## src/rtl/inst_issuer.sv

```systemverilog
// Instruction issuer: buffers host instructions in a small FIFO, issues one per
// cycle to the pipeline, and on flush drains the pipeline with NOPs before
// reading back the four architectural registers through the debug port.
module inst_issuer #(
    parameter int DEPTH        = 4,
    parameter int DRAIN_CYCLES = 3
) (
    input  logic        clk,
    input  logic        rst,
    input  logic [7:0]  in_inst,
    input  logic        in_valid,
    output logic        in_ready,
    input  logic        flush,
    output logic [7:0]  inst,
    output logic [1:0]  dummy_read_rf,
    input  logic [7:0]  dummy_rf_data,
    output logic [7:0]  r0,
    output logic [7:0]  r1,
    output logic [7:0]  r2,
    output logic [7:0]  r3,
    output logic        snap_valid,
    output logic        busy,
    output logic [15:0] issue_cnt
);

    localparam int PW = (DEPTH > 1) ? $clog2(DEPTH) : 1;
    localparam int CW = PW + 1;
    localparam logic [CW-1:0] DEPTH_C = CW'(DEPTH);
    localparam logic [15:0]   DRAIN_C = 16'(DRAIN_CYCLES);

    typedef enum logic [1:0] {ISSUE, DRAIN, READ, DONE} state_t;

    state_t        state_q, state_d;
    logic [PW-1:0] wr_ptr_q, wr_ptr_d;
    logic [PW-1:0] rd_ptr_q, rd_ptr_d;
    logic [CW-1:0] count_q, count_d;
    logic          flush_pend_q, flush_pend_d;
    logic [15:0]   drain_q, drain_d;
    logic [1:0]    idx_q, idx_d;
    logic [7:0]    inst_q, inst_d;
    logic [7:0]    snap_q [4];
    logic [7:0]    snap_d [4];
    logic          snap_valid_q, snap_valid_d;
    logic [15:0]   issue_cnt_q, issue_cnt_d;
    logic [7:0]    mem_q [DEPTH];

    logic push;
    logic pop;

    // Acceptance is closed while in reset, while a flush is pending and when full;
    // a simultaneous pop does not reopen a full FIFO.
    assign in_ready = rst && (state_q == ISSUE) && !flush_pend_q && (count_q < DEPTH_C);
    assign push     = in_valid && in_ready;
    assign pop      = (state_q == ISSUE) && (count_q != '0);

    assign inst          = inst_q;
    assign dummy_read_rf = (state_q == READ) ? idx_q : 2'b00;
    assign r0            = snap_q[0];
    assign r1            = snap_q[1];
    assign r2            = snap_q[2];
    assign r3            = snap_q[3];
    assign snap_valid    = snap_valid_q;
    assign busy          = (state_q != ISSUE);
    assign issue_cnt     = issue_cnt_q;

    // Next-state logic for FIFO pointers, issue path, flush sequencing and snapshot.
    always_comb begin
        state_d      = state_q;
        wr_ptr_d     = push ? wr_ptr_q + PW'(1) : wr_ptr_q;
        rd_ptr_d     = pop  ? rd_ptr_q + PW'(1) : rd_ptr_q;
        count_d      = count_q;
        flush_pend_d = flush_pend_q;
        drain_d      = drain_q;
        idx_d        = idx_q;
        inst_d       = 8'h00;
        snap_d       = snap_q;
        snap_valid_d = 1'b0;
        issue_cnt_d  = issue_cnt_q;

        case ({push, pop})
            2'b10:   count_d = count_q + CW'(1);
            2'b01:   count_d = count_q - CW'(1);
            default: count_d = count_q;
        endcase

        case (state_q)
            ISSUE: begin
                if (pop) begin
                    inst_d = mem_q[rd_ptr_q];
                    if (issue_cnt_q != 16'hFFFF) begin
                        issue_cnt_d = issue_cnt_q + 16'd1;
                    end
                end
                // Drain only starts once every buffered word has been issued.
                if (flush_pend_q && (count_q == '0)) begin
                    state_d      = DRAIN;
                    flush_pend_d = 1'b0;
                    drain_d      = DRAIN_C;
                end else if (flush) begin
                    flush_pend_d = 1'b1;
                end
            end
            DRAIN: begin
                if (drain_q <= 16'd1) begin
                    state_d = READ;
                    idx_d   = 2'd0;
                end else begin
                    drain_d = drain_q - 16'd1;
                end
            end
            READ: begin
                snap_d[idx_q] = dummy_rf_data;
                idx_d         = idx_q + 2'd1;
                if (idx_q == 2'd3) begin
                    state_d      = DONE;
                    snap_valid_d = 1'b1;
                end
            end
            DONE: begin
                state_d = ISSUE;
            end
            default: begin
                state_d = ISSUE;
            end
        endcase
    end

    // Control and output registers with synchronous active-low reset.
    always_ff @(posedge clk) begin
        if (!rst) begin
            state_q      <= ISSUE;
            wr_ptr_q     <= '0;
            rd_ptr_q     <= '0;
            count_q      <= '0;
            flush_pend_q <= 1'b0;
            drain_q      <= '0;
            idx_q        <= 2'd0;
            inst_q       <= 8'h00;
            snap_q       <= '{default: 8'h00};
            snap_valid_q <= 1'b0;
            issue_cnt_q  <= 16'h0000;
        end else begin
            state_q      <= state_d;
            wr_ptr_q     <= wr_ptr_d;
            rd_ptr_q     <= rd_ptr_d;
            count_q      <= count_d;
            flush_pend_q <= flush_pend_d;
            drain_q      <= drain_d;
            idx_q        <= idx_d;
            inst_q       <= inst_d;
            snap_q       <= snap_d;
            snap_valid_q <= snap_valid_d;
            issue_cnt_q  <= issue_cnt_d;
        end
    end

    // FIFO storage; contents are only meaningful between the pointers.
    always_ff @(posedge clk) begin
        if (push) begin
            mem_q[wr_ptr_q] <= in_inst;
        end
    end

endmodule

```

## config.mk

```make
export PLATFORM = sky130hd
export DESIGN_NAME = inst_issuer
export DESIGN_NICKNAME = d
export VERILOG_FILES = /design/src/rtl/inst_issuer.sv
export SDC_FILE = /design/constraint.sdc
export NUM_CORES = 1
export LEC_CHECK = 0
export ABC_AREA = 1
export CORE_ASPECT_RATIO = 0.6
export CORE_MARGIN = 2
export CORE_UTILIZATION = 49
export CTS_CLUSTER_DIAMETER = 80
export DETAILED_ROUTE_END_ITERATION = 8
export PLACE_DENSITY = 0.76
export SKIP_LAST_GASP = 1
export SYNTH_ARGS = -nofsm -noshare
export SYNTH_HDL_FRONTEND = slang
export SYNTH_SLANG_ARGS = --single-unit
```

## constraint.sdc

```tcl
create_clock -name clk -period 1.9 [get_ports clk]
set_clock_uncertainty 0.05 [all_clocks]
set_input_delay 0.19 -clock clk [delete_from_list [all_inputs] [get_ports clk]]
set_output_delay 0.19 -clock clk [all_outputs]
set_load 0.005 [all_outputs]
```

==> results.sh <==
export IMPL_ff2ff_setup_slack_ps=-170
export IMPL_viasPerCell=5.22
export IMPL_antenna_left=0
export IMPL_fin_crit_ps=2070
export IMPL_cts_buffer_depth=2
export IMPL_tns_ps=-278
export IMPL_hold_violations=0
export IMPL_grt_max_degree=46
export IMPL_netlist_cell_type_count=36
export IMPL_layout_nets=816
export IMPL_cts_sinks=117
export IMPL_core_um2=10600
export IMPL_fin_area_um2=7190
export IMPL_seq_power_share_pct=29.0
export IMPL_fillers=802
export IMPL_crit_type="flop to flop"
export IMPL_power_internal_mw=6.78
export IMPL_reg2reg_from="state_q[0]$_SDFFE_PN0P_"
export IMPL_synth_ff_latch_count=117
export IMPL_grt_pass1_wl_um=21100
export IMPL_synth_top_cell_area_share_pct=32.1
export IMPL_cp_start_kind="flop"
export IMPL_finalPower_mw=11.0
export IMPL_crit_required_ps=2140
export IMPL_numCtsBuffers=17
export IMPL_p_sw_share_pct=38.2
export IMPL_path_clk_slew_ps=60
export IMPL_use_met2_pct=34.3
export IMPL_slew_headroom_pct=70.9
export IMPL_holdPathEnd="mem_q[2][6]$_DFFE_PP_"
export IMPL_p_clk_share_pct=29.2
export IMPL_status="complete, but fails checks"
export IMPL_drtIter0Drc=346
export IMPL_portBuffers=80
export IMPL_met3_usage_pct=6.90
export IMPL_netlist_top_cells_area="dfxtp_1 32%, edfxtp_1 18%, nor2_1 12%, nand2_1 7.0%, o21ai_0 5.9%"
export IMPL_min_delay_start="in_inst[6]"
export IMPL_antenna_cells=0
export IMPL_rows=29
export IMPL_syn_num_nets=697
export IMPL_r2r_end="count_q[2]$_SDFFE_PN0P_"
export IMPL_htreeDepth=4
export IMPL_max_freq_mhz=483
export IMPL_area_growth_pct=35.7
export IMPL_vias=4861
export IMPL_place_area_um2=6380
export IMPL_io_pins=81
export IMPL_holdCritPathClass="input port to flop"
export IMPL_grt_use_total_pct=22.4
export IMPL_hold_depth=1
export IMPL_drt_total_wl_um=13400
export IMPL_finalSetupViolCount=2
export IMPL_die_w_um=138
export IMPL_ff2ff_path_depth=13
export IMPL_drive_above_1_share_pct=15.4
export IMPL_syn_area_um2=5300
export IMPL_place_ws_ps=-265
export IMPL_cp_arrival_ps=2310
export IMPL_grt_pass1_vias=4345
export IMPL_ir_drop_v=0.000958
export IMPL_cap_viol_max_count=0
export IMPL_place_inst=884
export IMPL_firstDrtPassIters=5
export IMPL_whs_ps=393
export IMPL_start_util_pct=50.2
export IMPL_pwr_share_comb_pct=41.8
export IMPL_cts_hold_buf=0
export IMPL_die_area_um2=11700
export IMPL_cts_tree="built"
export IMPL_startpoint="state_q[0]$_SDFFE_PN0P_"
export IMPL_drc=0
export IMPL_met1_usage_pct=31.0
export IMPL_worst_pin_slew_ps=436
export IMPL_worst_slack_ps=-170
export IMPL_rsz0062_at_grt="true"
export IMPL_clockRootBuffer="clkbuf_16"
export IMPL_critical_path_max_fanout=4
export IMPL_avgSynthCellArea_um2=8.01
export IMPL_wire_per_inst_um=14.4
export IMPL_p_leak_nw=2.82
export IMPL_die_h_um=84.5
export IMPL_netlist_instances=661
export IMPL_synth_area_leader_cell="dfxtp_1"
export IMPL_violations="setup timing"
export IMPL_antenna_found_initial=0
export IMPL_post_route_util_pct=68.1
export IMPL_maxSlewViolCount=0
export IMPL_gr_total_overflow=0
export IMPL_routabilityCongestion=0.901
export IMPL_dp_hpwl_um=8990
export IMPL_endpoint_kind="flop"
export IMPL_seq_area_frac_synth_pct=50.3
export IMPL_final_cells=932
export IMPL_yosys_warnings=0
export IMPL_power_switching_mw=4.18
export IMPL_finalCritPeriodShare_pct=109
export IMPL_clock_latency_ps=410
export IMPL_busiest_layer="met2"
export IMPL_power_density_nw_per_um2=1530
[power groups by stage]
stage / Sequential [mW] / Combinational (mW) / Clock [mW]
6_report: 3.18 / 4.59 / 3.20
5_1_grt: 3.21 / 5.06 / 3.37
4_1_cts: 3.17 / 4.10 / 3.24
3_5_place_dp: 3.21 / 3.96 / 0
3_3_place_gp: 3.19 / 3.82 / 0
2_1_floorplan: 3.18 / 2.75 / 0
[worst max path at each step]
stage / to / slack [ps] / cells after the start
2_1_floorplan: count_q[2]$_SDFFE_PN0P_ / 9 / 12
3_3_place_gp: count_q[1]$_SDFFE_PN0P_ / -240 / 10
3_5_place_dp: count_q[1]$_SDFFE_PN0P_ / -260 / 10
4_1_cts: count_q[1]$_SDFFE_PN0P_ / -110 / 12
5_1_grt: count_q[2]$_SDFFE_PN0P_ / -280 / 13
6_report: count_q[2]$_SDFFE_PN0P_ / -170 / 13
[registers in the layout (all words and copies together) (netlist names), 2 cells and up]
register / count
r2: 8
issue_cnt: 16
rd_ptr_q: 2
wr_ptr_q: 2
r3: 8
r1: 8
drain_q: 16
r0: 8
state_q: 2
idx_q: 2
inst: 8
mem_q: 32
count_q: 3
[layout make-up]
| type | count | area, um^2 | area share, % |
|---|---|---|---|
| well taps | 139 | 174 | 2.42 |
| multi-input cells | 470 | 2420 | 33.6 |
| inverters | 56 | 218 | 3.03 |
| clock buffers | 17 | 425 | 5.92 |
| flip-flops and latches | 117 | 2670 | 37.1 |
| clock inverters | 15 | 171 | 2.38 |
| repair buffers | 118 | 1120 | 15.6 |
[kinds of logic (layout without fill, tap and decap cells)]
group	Yosys count	after routing	synth area share [%]
AND/OR/NAND/NOR	326	326	25.8
flip-flops	117	117	50.3
AO/OA/AOI/OAI	115	115	12.1
buffers and inverters	74	206	5.72
adder cells (fa/ha/maj)	16	16	3.92
XOR/XNOR	13	13	2.15
[metal layers]
layer / routed length, um / vias to the layer above
li1: - / 2385
met1: 6180 / 2244
met2: 5960 / 213
met3: 1090 / 19
met4: 183 / 0
met5: 0 / -
[cells in the mapped netlist]
master / count
or3_1: 1
buf_6: 2
xor2_1: 9
or2_2: 1
buf_2: 5
o21ai_1: 2
o21ai_0: 62
buf_1: 4
buf_4: 1
nor3_2: 1
clkinv_1: 2
a21oi_2: 13
a21oi_1: 34
nor3_1: 4
o21ai_4: 1
nand3_4: 1
fa_1: 1
ha_1: 15
inv_1: 51
nor2_1: 169
nor4_2: 1
a21boi_0: 1
nor2_4: 2
nand4_1: 4
dfxtp_1: 85
nand2_1: 99
nand3_1: 28
nor2_2: 3
edfxtp_1: 32
nand3_2: 1
o21bai_1: 2
xnor2_1: 4
inv_2: 3
nor3b_1: 3
clkbuf_1: 6
nand2_2: 8
[worst max-delay path, stage by stage, from the launching register on]
cell and delay, ps:
dfxtp_2 350, inv_4 50, ha_4 160, inv_4 80
nor4_4 40, buf_4 150, nand2_4 70, ha_4 130
inv_4 30, fa_2 370, a21oi_2 190, o21ai_2 100
o21ai_2 130, a21oi_2 50
[repair_timing]
action                                  CTS  global route
endpoints found under the hold margin     0             0
endpoints found under the setup margin    4            46
pin swaps                                 6             9
setup buffers                             4            13
resized for setup                         8            15
[placed cells by master, fill, tap and decap left out, types with 9 or more instances in the layout]
master / count
a21oi_1: 32
inv_1: 46
clkdlybuf4s50_1: 77
dfxtp_1: 83
clkbuf_16: 17
buf_4: 34
ha_1: 12
xor2_1: 9
nand3_1: 28
a21oi_2: 15
nand2_1: 98
edfxtp_1: 32
nor2_1: 168
o21ai_0: 60
Power figures use the tool's default switching activity.
